File: config.mk
export PLATFORM = sky130hd
export DESIGN_NAME = rca_lsq_flat
export DESIGN_NICKNAME = d
export VERILOG_FILES = /design/src/rtl/rca_lsq_if.sv /design/src/rtl/rca_lsq.sv /design/src/flat_wrapper.sv
export SDC_FILE = /design/constraint.sdc
export NUM_CORES = 1
export LEC_CHECK = 0
export BUFFER_PORTS_ARGS = -buffer_cell sky130_fd_sc_hd__clkbuf_2
export CAP_MARGIN = 20
export CORE_MARGIN = 4
export CORE_UTILIZATION = 60
export DETAILED_ROUTE_END_ITERATION = 7
export PLACE_DENSITY = 0.88
export SETUP_SLACK_MARGIN = 0.15
export SYNTH_ARGS = -nofsm -noshare
export SYNTH_HDL_FRONTEND = slang
export SYNTH_SLANG_ARGS = --single-unit
File: constraint.sdc
create_clock -name clk -period 5.8 [get_ports clk]
set_input_delay 1.74 -clock clk [delete_from_list [all_inputs] [get_ports clk]]
set_output_delay 1.74 -clock clk [all_outputs]
set_load 0.005 [all_outputs]
File: src/rtl/rca_lsq_if.sv
// Memory-side bus of the load/store queue: one request channel plus a load-return channel.
interface rca_lsq_if #(
  parameter int XLEN = 32
) ();
  logic [XLEN-1:0] mem_addr;
  logic [XLEN-1:0] mem_wdata;
  logic [3:0]      mem_be;
  logic            mem_rnw;
  logic            mem_request;
  logic            mem_ack;
  logic [XLEN-1:0] mem_rdata;
  logic            mem_rvalid;

  modport master (
    output mem_addr, mem_wdata, mem_be, mem_rnw, mem_request,
    input  mem_ack, mem_rdata, mem_rvalid
  );

  modport slave (
    input  mem_addr, mem_wdata, mem_be, mem_rnw, mem_request,
    output mem_ack, mem_rdata, mem_rvalid
  );
endinterface

File: src/rtl/rca_lsq.sv
// In-order load/store queue: buffers requests, issues the head entry to memory and
// formats returned load words. Loads block further issue until their data returns.
module rca_lsq #(
  parameter int LSQ_DEPTH = 4,
  parameter int XLEN      = 32
) (
  input  logic            clk,
  input  logic            rst,
  input  logic [XLEN-1:0] addr,
  input  logic [XLEN-1:0] data,
  input  logic [2:0]      fn3,
  input  logic            load,
  input  logic            store,
  input  logic            new_request,
  output logic            lsq_full,
  output logic [XLEN-1:0] load_data,
  output logic            load_complete,
  rca_lsq_if.master       mem
);

  localparam int PW = $clog2(LSQ_DEPTH);
  localparam int CW = PW + 1;

  typedef enum logic {ISSUE, WAIT_LOAD} state_t;

  logic [XLEN-1:0] e_addr [LSQ_DEPTH];
  logic [XLEN-1:0] e_data [LSQ_DEPTH];
  logic [2:0]      e_fn3  [LSQ_DEPTH];
  logic            e_load [LSQ_DEPTH];

  logic [PW-1:0] wr_ptr, rd_ptr;
  logic [CW-1:0] count;
  state_t        state_q, state_d;
  logic [1:0]    wl_off;
  logic [2:0]    wl_fn3;

  logic [XLEN-1:0] h_addr, h_data;
  logic [2:0]      h_fn3;
  logic            h_load;
  logic            mem_req, enq, deq, rv_take;

  function automatic logic [3:0] be_f(input logic [2:0] f, input logic [1:0] off);
    logic [3:0] be;
    case (f[1:0])
      2'b00:   be = 4'b0001 << off;
      2'b01:   be = 4'b0011 << {off[1], 1'b0};
      default: be = 4'b1111;
    endcase
    return be;
  endfunction

  function automatic logic [XLEN-1:0] wdata_f(input logic [2:0] f, input logic [XLEN-1:0] d);
    logic [XLEN-1:0] w;
    case (f[1:0])
      2'b00:   w = XLEN'({4{d[7:0]}});
      2'b01:   w = XLEN'({2{d[15:0]}});
      default: w = d;
    endcase
    return w;
  endfunction

  // Lane selection ignores misalignment: the aligned half/word is returned as-is.
  function automatic logic [XLEN-1:0] ld_fmt(input logic [2:0] f, input logic [1:0] off,
                                            input logic [XLEN-1:0] w);
    logic [7:0]      b;
    logic [15:0]     h;
    logic [XLEN-1:0] r;
    b = w[{off, 3'b000} +: 8];
    h = off[1] ? w[31:16] : w[15:0];
    case (f)
      3'b000:  r = {{(XLEN-8){b[7]}}, b};
      3'b001:  r = {{(XLEN-16){h[15]}}, h};
      3'b100:  r = {{(XLEN-8){1'b0}}, b};
      3'b101:  r = {{(XLEN-16){1'b0}}, h};
      default: r = w;
    endcase
    return r;
  endfunction

  assign h_addr = e_addr[rd_ptr];
  assign h_data = e_data[rd_ptr];
  assign h_fn3  = e_fn3[rd_ptr];
  assign h_load = e_load[rd_ptr];

  assign lsq_full = (count == CW'(LSQ_DEPTH));
  assign enq      = new_request && !lsq_full && (load != store);
  assign mem_req  = (state_q == ISSUE) && (count != '0);
  assign deq      = mem_req && mem.mem_ack;
  assign rv_take  = (state_q == WAIT_LOAD) && mem.mem_rvalid;

  assign mem.mem_request = mem_req;
  assign mem.mem_addr    = {h_addr[XLEN-1:2], 2'b00};
  assign mem.mem_rnw     = h_load;
  assign mem.mem_be      = h_load ? 4'b1111 : be_f(h_fn3, h_addr[1:0]);
  assign mem.mem_wdata   = wdata_f(h_fn3, h_data);

  // Queue storage and in-flight load context
  always_ff @(posedge clk) begin
    if (enq) begin
      e_addr[wr_ptr] <= addr;
      e_data[wr_ptr] <= data;
      e_fn3[wr_ptr]  <= fn3;
      e_load[wr_ptr] <= load;
    end
    if (deq) begin
      wl_off <= h_addr[1:0];
      wl_fn3 <= h_fn3;
    end
  end

  always_ff @(posedge clk or negedge rst) begin
    if (!rst) begin
      wr_ptr        <= '0;
      rd_ptr        <= '0;
      count         <= '0;
      state_q       <= ISSUE;
      load_complete <= 1'b0;
      load_data     <= '0;
    end else begin
      state_q       <= state_d;
      load_complete <= rv_take;
      if (rv_take) load_data <= ld_fmt(wl_fn3, wl_off, mem.mem_rdata);
      if (enq) wr_ptr <= wr_ptr + 1'b1;
      if (deq) rd_ptr <= rd_ptr + 1'b1;
      case ({enq, deq})
        2'b10:   count <= count + 1'b1;
        2'b01:   count <= count - 1'b1;
        default: count <= count;
      endcase
    end
  end

  always_comb begin
    state_d = state_q;
    case (state_q)
      ISSUE:     if (deq && h_load) state_d = WAIT_LOAD;
      WAIT_LOAD: if (mem.mem_rvalid) state_d = ISSUE;
      default:   state_d = ISSUE;
    endcase
  end

endmodule

File: src/flat_wrapper.sv
// flat-port wrapper written by rule: the top's interface ports become plain ports
module rca_lsq_flat 
#(
  parameter int LSQ_DEPTH = 4,
  parameter int XLEN      = 32
)
  (clk, rst, addr, data, fn3, load, store, new_request, lsq_full, load_data, load_complete, mem_mem_addr, mem_mem_wdata, mem_mem_be, mem_mem_rnw, mem_mem_request, mem_mem_ack, mem_mem_rdata, mem_mem_rvalid);
  rca_lsq_if #(.XLEN(XLEN)) mem_i ();
  input  logic clk;
  input  logic rst;
  input  logic [XLEN-1:0] addr;
  input  logic [XLEN-1:0] data;
  input  logic [2:0] fn3;
  input  logic load;
  input  logic store;
  input  logic new_request;
  output logic lsq_full;
  output logic [XLEN-1:0] load_data;
  output logic load_complete;
  output wire logic [$bits(mem_i.mem_addr)-1:0] mem_mem_addr;
  output wire logic [$bits(mem_i.mem_wdata)-1:0] mem_mem_wdata;
  output wire logic [$bits(mem_i.mem_be)-1:0] mem_mem_be;
  output wire logic [$bits(mem_i.mem_rnw)-1:0] mem_mem_rnw;
  output wire logic [$bits(mem_i.mem_request)-1:0] mem_mem_request;
  input wire logic [$bits(mem_i.mem_ack)-1:0] mem_mem_ack;
  input wire logic [$bits(mem_i.mem_rdata)-1:0] mem_mem_rdata;
  input wire logic [$bits(mem_i.mem_rvalid)-1:0] mem_mem_rvalid;
  assign mem_mem_addr = mem_i.mem_addr;
  assign mem_mem_wdata = mem_i.mem_wdata;
  assign mem_mem_be = mem_i.mem_be;
  assign mem_mem_rnw = mem_i.mem_rnw;
  assign mem_mem_request = mem_i.mem_request;
  assign mem_i.mem_ack = mem_mem_ack;
  assign mem_i.mem_rdata = mem_mem_rdata;
  assign mem_i.mem_rvalid = mem_mem_rvalid;
  rca_lsq #(.LSQ_DEPTH(LSQ_DEPTH), .XLEN(XLEN)) u_core (.clk(clk), .rst(rst), .addr(addr), .data(data), .fn3(fn3), .load(load), .store(store), .new_request(new_request), .lsq_full(lsq_full), .load_data(load_data), .load_complete(load_complete), .mem(mem_i));
endmodule
Word level (Yosys, flattened, before mapping)
Memories as Yosys holds them, arrays and structs flattened.
Cells that the tools add are included.
{ "totals": {"inputBits": 106, "word_cells": 50, "romBits": 0, "mem_bits_rw": 272, "latch_bits": 0, "mem_count": 4, "output_inout_bits": 104, "regBits": 46} }
{ "mem_list": {"columns": ["memory", "depth", "word_bits", "rd", "rd_ports_with_merged_regs", "wr", "line_no", "rtl"], "rows": [
  ["u_core.e_addr", 4, 32, 1, 0, 1, "rca_lsq.sv:26", "logic [XLEN-1:0] e_addr [LSQ_DEPTH];"],
  ["u_core.e_data", 4, 32, 1, 0, 1, "rca_lsq.sv:27", "logic [XLEN-1:0] e_data [LSQ_DEPTH];"],
  ["u_core.e_fn3", 4, 3, 1, 0, 1, "rca_lsq.sv:28", "logic [2:0] e_fn3 [LSQ_DEPTH];"],
  ["u_core.e_load", 4, 1, 1, 0, 1, "rca_lsq.sv:29", "logic e_load [LSQ_DEPTH];"]
]} }
{ "op_classes": {"n_lt_le_gt_ge": 0, "n_div": 0, "mul": 0, "reduce_logical": 11, "muxes": 11, "n_bitwise": 1, "n_addsub": 4, "eq_ne": 8, "shift": 3} }
{ "op_table": {"columns": ["cell", "n"], "rows": [
  ["$pmux 32 s4", 1],
  ["$pmux 32 s2", 1],
  ["$shiftx 32x6->8", 1],
  ["$mux 16", 1],
  ["$eq 3x3->1 const B", 3],
  ["$pmux 4 s2", 1],
  ["$logic_and 1x1->1", 6],
  ["$pmux 3 s2", 1],
  ["$add 2x1->2 const B", 2],
  ["$eq 2x1->1 const B", 2],
  ["$mux 1", 4],
  ["$mux 4", 1],
  ["$shl 1x2->4 const A", 1],
  ["$shl 2x2->4 const A", 1],
  ["$add 3x1->3 const B", 1],
  ["$eq 3x1->1 const B", 1],
  ["$logic_not 3->1", 1],
  ["$reduce_bool 3->1", 1],
  ["$sub 3x1->3 const B", 1],
  ["$eq 2x2->1 const B", 1],
  ["$logic_not 2->1", 1],
  ["$pmux 1 s2", 1],
  ["$reduce_bool 2->1", 1],
  ["$logic_not 1->1", 1],
  ["other kinds (2)", 2]
]} }

Depth between registers and ports, before layout
Gate-level depths: netlist of the first run.
{ "logic_depth": {"word_depth": 6, "mapped_depth": 10} }

Least setup slack after synthesis of the first run
Ideal clock, no wire load.
{ "synth_timing": {"path_kind": "input -> register", "start": "input load", "end": "memory u_core.e_addr[0][0] (enable)", "cell_stages": 4, "path_slack_ps": 1520, "arrival_ps": 3847, "cell_sequence": "xor2_1 nand2_1 nor2_1 and2_1"} }
{ "synth_via": {"elab_chain_cells": 4} }
{ "synth_lines": {"columns": ["element", "line_no", "rtl"], "rows": [
  ["start, declared", "flat_wrapper.sv:14", "input logic load;"],
  ["$ne 1x1->1", "rca_lsq.sv:86", "assign enq = new_request && !lsq_full && (load != store);"],
  ["$logic_and 1x1->1", "rca_lsq.sv:86", null],
  ["$mux 1", "rca_lsq.sv:99", "if (enq) begin"],
  ["$mux 1 (implied by the code)", "rca_lsq.sv:100", "e_addr[wr_ptr] <= addr;"],
  ["end, declared", "rca_lsq.sv:26", null]
]} }
Every way passes these cells.

Worst setup path after layout of the first run
{ "layout_timing": {"start": "register u_core.rd_ptr[1]", "end": "output mem_mem_wdata[15]"} }
{ "layout_via": {"elab_chain_cells": 3, "word_cells_on_any_way": 5, "cone_classes": "eq/ne: 1; mux: 1; reduce/logical: 1; memory: 2"} }
{ "layout_lines": {"columns": ["element", "line_no", "rtl"], "rows": [
  ["start, declared", "rca_lsq.sv:31", "logic [PW-1:0] wr_ptr, rd_ptr;"],
  ["start signal, assigned", "rca_lsq.sv:124", "if (deq) rd_ptr <= rd_ptr + 1'b1;"],
  ["$mem_v2 4x3", null, null],
  ["$eq 2x1->1 / $logic_not 2->1 (equally long branches)", "rca_lsq.sv:54", "case (f[1:0])"],
  ["$pmux 32 s2 *", "rca_lsq.sv:54", null],
  ["end, declared", "flat_wrapper.sv:21", "output wire logic [$bits(mem_i.mem_wdata)-1:0] mem_mem_wdata;"]
]} }
Every way passes the cells marked *; elsewhere a longest branch is shown, timed or not.

==> results by group, run 1 <==
Run status
  • Status: finished clean

Job
  • Max Cap Viol: 0

Clocking
  • Root Buffer: clkbuf_16
  • # resized after CTS: 0
  • CTS sink cnt: 318
  • # H-tree levels: 1
  • Clk Latency, worst-skew pair: 0.56 ns
  • Clock Tree Buf Depth: 3
  • Worst-path clk slew: 0.06 ns
  • CTS tree: done
  • Total setup buffers inserted after CTS: 0
  • TritonCTS Buffers: 31
  • Cts-stage hold buffer count: 0

Placement
  • HPWL Detailed: 16.71 mm
  • Number of port buffers: 207
  • Routability cong.: 0.8886
  • DP Area: 0.01383 mm²

Power and ir drop
  • Pwr dens: 498.2 mW/mm²
  • Maximum VDD drop: 357.0 µV
  • Lkg Pwr: 0.005496 µW
  • Clock power frac: 25.9%
  • Switching power: 2288 µW
  • Sequential cell fraction of total power: 42.8%
  • Pint: 5095 µW
  • Power Total: 7384 µW
  • Net switching fraction of the power: 30.99%
  • Comb power frac: 31.3%

Global routing
  • Largest net degree at the start of global routing: 69
  • Initial antenna violation count: 1
  • Vias in the first global route: 7260
  • First-pass GRT wire length: 42.44 mm
  • Total gr overflow: 0
  • Total Routing Usage GR: 23.07%

STA
  • Rel. slew slack: 30.93%
  • Final TNS setup: 0 ns
  • Setup Skew: 0.009044 ns
  • Final Max Tran Viols: 0
  • RSZ-0062 raised after global routing: no
  • Hold_ws: 0.4905 ns
  • Final setup violation count: 0
  • Fin. Hold Viols: 0
  • Max Clock Freq: 208.6 MHz
  • Final critical-path required period: 4.794 ns
  • Worst Tran Pin Value: 1.036 ns
  • Period utilisation layout: 82.65%

Min path
  • Hold depth: 2
  • Hold Startpoint: u_core.load_data[1]$_DFFE_PN0P_
  • Worst Hold End: u_core.load_data[1]$_DFFE_PN0P_
  • HP Class: reg2reg

Floorplanning
  • Rows: 53
  • Die Wd: 154.0 µm
  • Die Ht: 154.0 µm
  • Die area: 0.02371 mm²
  • Starting Density: 60.81%
  • Core Area: 0.02102 mm²
  • IO Count: 210

Detailed routing
  • Vias per cell: 5.898
  • Initial drt markers: 508
  • ANT nets after route: 0
  • Drt wl/cell: 23.15 µm
  • Post-Route WL: 27.13 mm
  • DRC Markers: 0
  • Vias: 6913
  • Drt first pass iters: 5

Setup path
  • Crit path required time: 4.06 ns
  • Critical Path End Type: output port
  • Reg2reg start: u_core.wl_off[1]$_DFFE_PP_
  • Crit-path leading delay family: multiplexers
  • WP buf/inv: 1
  • Setup slack, reg-to-reg: 3.24 ns
  • Setup CP Type: reg2out
  • RR Endpoint: u_core.load_data[13]$_DFFE_PN0P_
  • R2R depth: 4
  • Critical Path Max Stage Delay: 0.84 ns
  • Arrival time at the worst endpoint: 3.05 ns
  • Startpoint Class: register
  • Worst-path cell chain: mux4_2 -> nor2_4 -> mux2_2 -> clkbuf_2
  • CP Max Fanout: 42
  • Worst path slowest cell: dfrtp_4

Synth
  • Synth Flop Type: edfxtp_1
  • Area contributors post-synth: edfxtp_1, mux4_2, dfrtp_1, buf_4, mux2_2
  • Flops & latches, synth: 318
  • Cell variety after synth: 39
  • Area leader, netlist: edfxtp_1
  • Syn_area_per_cell: 18.50 µm²
  • Cells after synthesis: 691
  • Ys Warns: 0
  • EDFF count, synth: 277
  • Post-synth top area share: 65.07%
  • Post-Syn Area: 0.01278 mm²
  • Fraction of registers with async set/reset: 12.89%
  • Seq/Total Area, Yosys: 73.09%

Layout
  • # diodes: 0
  • Final Core Density: 70.51%
  • Share of cells above drive strength 1: 39.58%
  • Post-route cell area: 0.01482 mm²
  • Syn-to-layout area delta: 15.94%
  • Nets@finish: 984
Yosys cell counts, types with 5 or more instances:
cell type / number
o21ai_0: 30
and2_1: 5
nand2_1: 24
edfxtp_1: 277
dfrtp_1: 41
a21oi_1: 34
mux4_2: 69
clkbuf_1: 19
mux2_2: 19
buf_4: 34
ha_1: 5
a211oi_1: 7
inv_1: 20
nor2_1: 26
mux2i_1: 16
buf_2: 12
cells by family (layout without fill, tap and decap cells):
kind of cell	Yosys count	after routing	share of synthesized area, %
DFF	318	318	73.09
xor gates and xnor gates	7	7	0.4796
other	1	2	0.02933
adders and majority gates	6	6	0.6460
and+or+nand+nor	80	80	3.005
muxes	104	104	15.08
buffers and inverters	87	292	3.729
AOI/OAI and AO/OA	88	88	3.935
final cells by class:
| type | instances | area, µm² |
|---|---|---|
| sequential | 318 | 9351 |
| fill | 1298 | 6200 |
| multi-input combinational | 287 | 2977 |
| timing repair buffer | 214 | 1101 |
| clock buffer | 37 | 798.3 |
| tap | 275 | 344.1 |
| clock inverter | 21 | 175.2 |
| inverter | 20 | 75.07 |
registers in the layout, indices dropped and copies added (netlist names):
signal	count
u_core.e_addr	128
u_core.e_data	128
u_core.load_data	32
u_core.e_fn3	12
u_core.e_load	4
u_core.count	3
u_core.wl_fn3	3
u_core.rd_ptr	2
u_core.wl_off	2
u_core.wr_ptr	2
u_core.load_complete	1
u_core.state_q	1
stage by stage:
| stage | instances | worst slack [ns] |
|---|---|---|
| global placement | 1113 | 1.614 |
| CTS | 1171 | 0.9552 |
| detailed placement | 1113 | 1.583 |
| global route | 1172 | 0.8292 |
| floorplan | 692 | 1.520 |
| finish | 1172 | 1.006 |
placed cells by master, fill, tap and decap left out, drive strengths merged, types with 15 or more instances in the layout:
| cell | instances |
|---|---|
| edfxtp | 277 |
| clkbuf | 244 |
| mux4 | 69 |
| dfrtp | 41 |
| a21oi | 34 |
| o21ai | 31 |
| nor2 | 27 |
| nand2 | 24 |
| inv | 22 |
| mux2 | 19 |
| mux2i | 16 |
| clkinv | 15 |
power by group through the flow:
stage | combinational, µW | sequential [µW] | clock, µW
CTS | 2350 | 3160 | 1940
detailed placement | 2310 | 3200 | 0
global placement | 2260 | 3180 | 0
finish | 2310 | 3160 | 1910
global route | 2530 | 3210 | 2050
floorplan | 1690 | 3060 | 0
routing by layer:
metal  vias to the layer above  global-route usage [%]  routed length (µm)
met5                         -                       0                  11
met3                        58                   5.432                2336
met4                         2                   6.939                 929
met2                       337                   39.68               13940
li1                       3059                       -                   -
met1                      3457                   29.61                9908
worst reg2reg max path, delay by kind of cell (launching register included):
family | cells | cell delay [ns]
AOI/OAI and AO/OA | 1 | 0.11
DFF | 1 | 0.93
muxes | 1 | 0.63
and+or+nand+nor | 2 | 0.73
worst max-delay path by stage:
stage	from	endpoint	slack (ns)	cells after the start
6_report	u_core.rd_ptr[1]$_DFFE_PN0P_	mem_mem_wdata[15]	1.01	4
5_1_grt	u_core.rd_ptr[0]$_DFFE_PN0P_	mem_mem_be[0]	0.83	5
4_1_cts	u_core.rd_ptr[1]$_DFFE_PN0P_	mem_mem_wdata[15]	0.96	4
3_5_place_dp	u_core.rd_ptr[1]$_DFFE_PN0P_	mem_mem_wdata[15]	1.58	4
3_3_place_gp	u_core.rd_ptr[1]$_DFFE_PN0P_	mem_mem_wdata[15]	1.61	4
2_1_floorplan	load	u_core.e_addr[0][0]$_DFFE_PP_	1.52	4
Power figures use the tool's default switching activity.
==> run 2: changes to the inputs <==
--- a/config.mk
+++ b/config.mk
@@ -8,9 +8,9 @@
 export BUFFER_PORTS_ARGS = -buffer_cell sky130_fd_sc_hd__clkbuf_2
 export CAP_MARGIN = 20
 export CORE_MARGIN = 4
-export CORE_UTILIZATION = 60
+export CORE_UTILIZATION = 51
 export DETAILED_ROUTE_END_ITERATION = 7
-export PLACE_DENSITY = 0.88
+export PLACE_DENSITY = 0.8
 export SETUP_SLACK_MARGIN = 0.15
 export SYNTH_ARGS = -nofsm -noshare
 export SYNTH_HDL_FRONTEND = slang
==> constraint.sdc (replaced) <==
create_clock -name clk -period 4.1 [get_ports clk]
set_input_delay 1.23 -clock clk [delete_from_list [all_inputs] [get_ports clk]]
set_output_delay 1.23 -clock clk [all_outputs]
set_load 0.005 [all_outputs]
==> run 2 against run 1 <==
Effect of this change:
- non-clock buffer count is 12 higher
- setup slack got worse by 0.72 ns
- via count down 0.77%
- critical path type unchanged
- critical endpoint is now mem_mem_wdata[12]
- largest power group unchanged
- highest routed layer unchanged
==> results by group, run 2 (synthesis results as in run 1) <==
Placement
  • Number of port buffers: 207
  • DP Area: 0.01404 mm²
  • HPWL Detailed: 17.28 mm
  • Routability cong.: 0.9246

STA
  • Final Max Tran Viols: 0
  • Setup Skew: 0.01959 ns
  • Worst Tran Pin Value: 0.8559 ns
  • Max Clock Freq: 262.2 MHz
  • Rel. slew slack: 42.94%
  • Period utilisation layout: 93.02%
  • Final TNS setup: 0 ns
  • Final critical-path required period: 3.814 ns
  • Final setup violation count: 0
  • Fin. Hold Viols: 0
  • RSZ-0062 raised after global routing: no

Setup path
  • Setup CP Type: reg2out
  • Arrival time at the worst endpoint: 2.58 ns
  • CP Max Fanout: 11
  • Setup slack, reg-to-reg: 1.59 ns
  • Critical Path End Type: output port
  • Reg2reg start: u_core.wl_off[1]$_DFFE_PP_
  • Worst Setup SP: u_core.rd_ptr[0]$_DFFE_PN0P_
  • R2R depth: 4
  • Setup crit end: mem_mem_wdata[12]
  • RR Endpoint: u_core.load_data[12]$_DFFE_PN0P_
  • Crit path required time: 2.87 ns
  • Startpoint Class: register

Layout
  • Multi-input gate area: 0.002977 mm²
  • Share of cells above drive strength 1: 40.35%
  • Syn-to-layout area delta: 18.41%
  • Seq. cell area: 0.009351 mm²
  • Fillers: 1727
  • # diodes: 0
  • Largest registers: u_core.e_addr x128, u_core.e_data x128, u_core.load_data x32
  • Nets@finish: 999
  • Post-route cell area: 0.01514 mm²
  • Commonest non-fill, non-tap cells in the layout: edfxtp_1, clkbuf_2, mux4_2
  • Most common cell after layout, fill and taps aside: edfxtp_1

Clocking
  • # H-tree levels: 2
  • Cts-stage hold buffer count: 0
  • Root Buffer: clkbuf_16
  • CTS tree: done
  • TritonCTS Buffers: 34
  • CTS sink cnt: 318
  • Clock Tree Buf Depth: 3
  • Clk Latency, worst-skew pair: 0.51 ns
  • Worst-path clk slew: 0.06 ns

Detailed routing
  • DR WL met2: 13.35 mm
  • DRC Markers: 0
  • Post-Route M1 WL: 10.05 mm
  • Vias: 6860
  • Post-Route WL: 26.75 mm
  • Top Layer Used: met5
  • Routed met3 length: 2.398 mm
  • Initial drt markers: 685
  • Drt first pass iters: 5
  • Vias per cell: 5.550
  • Drt wl/cell: 21.64 µm
  • ANT nets after route: 0

Floorplanning
  • Starting Density: 52.26%
  • Die Ht: 166.3 µm
  • Die Wd: 166.3 µm
  • Die area: 0.02766 mm²
  • Rows: 57
  • IO Count: 210
  • Core Area: 0.02446 mm²

Job
  • Max Cap Viol: 0

Global routing
  • Largest net degree at the start of global routing: 69
  • Total gr overflow: 0
  • Vias in the first global route: 7144
  • Total Routing Usage GR: 19.49%
  • Initial antenna violation count: 3
  • First-pass GRT wire length: 42.14 mm

Power and ir drop
  • Lkg Pwr: 0.005620 µW
  • Pwr dens: 707.4 mW/mm²
  • Maximum VDD drop: 555.4 µV

Min path
  • HP Class: reg2reg

Run status
  • Status: finished clean
run 2: changes by cell type in the layout (fill, tap and decap cells not counted), moves of 2 or more:
cell        delta
buf_4          +7
clkbuf_1       +5
buf_12         +4
clkbuf_16      +3
clkinv_1       -3
inv_6          +3
clkinv_2       -2
clkinvlp_4     -2
run 2: final cells by class:
class,instances,area share (%)
multi-input cells,287,19.66
well taps,324,2.678
inverters,20,0.4960
flip-flops and latches,318,61.78
repair buffers,226,8.332
clock inverters,16,1.157
clock buffers,45,5.894
run 2: worst min path at each step:
stage	cells past startpoint	from	to	slack, ns
2_1_floorplan	1	u_core.count[2]$_DFFE_PN0P_	u_core.count[2]$_DFFE_PN0P_	0.46
3_3_place_gp	2	u_core.load_data[1]$_DFFE_PN0P_	u_core.load_data[1]$_DFFE_PN0P_	0.46
3_5_place_dp	2	u_core.load_data[2]$_DFFE_PN0P_	u_core.load_data[2]$_DFFE_PN0P_	0.47
4_1_cts	2	u_core.load_data[2]$_DFFE_PN0P_	u_core.load_data[2]$_DFFE_PN0P_	0.49
5_1_grt	2	u_core.load_data[1]$_DFFE_PN0P_	u_core.load_data[1]$_DFFE_PN0P_	0.50
6_report	2	u_core.load_data[2]$_DFFE_PN0P_	u_core.load_data[2]$_DFFE_PN0P_	0.48
run 2: metal layers:
metal / global-route usage, % / vias to the layer above
met4: 6.617 / 6
met5: 0 / -
met1: 24.34 / 3422
li1: - / 3074
met2: 32.37 / 292
met3: 6.570 / 66
run 2: what timing repair did:
action / CTS / global route
setup buffers: 1 / 2
resized for setup: 0 / 1
endpoints found under the setup margin: 8 / 4
run 2: power by group:
group / internal [µW] / switching, µW / leakage (µW)
Combinational: 1670 / 1750 / 0.00210
Clock: 1690 / 1230 / 0.000519
Sequential: 4090 / 278 / 0.00300
run 2: worst max-delay path, cell delays in order (launching register included):
cell,delay [ns]
dfrtp_4,0.58
mux4_2,0.69
nor2_4,0.29
mux2_2,0.38
clkbuf_2,0.12
run 2: through the flow:
step           cells  hold slack, ns  setup slack, ns  utilization (%)  total power [µW]
2_1_floorplan    692          0.4570           0.3296                -              6730
3_3_place_gp    1172          0.4589           0.7359            57.39              7816
3_5_place_dp    1172          0.4728           0.6639            57.39              7879
4_1_cts         1234          0.4850           0.2264            61.79             10830
5_1_grt         1236          0.5027           0.1468            61.88             11340
6_report        1236          0.4768           0.2861            61.88             10710
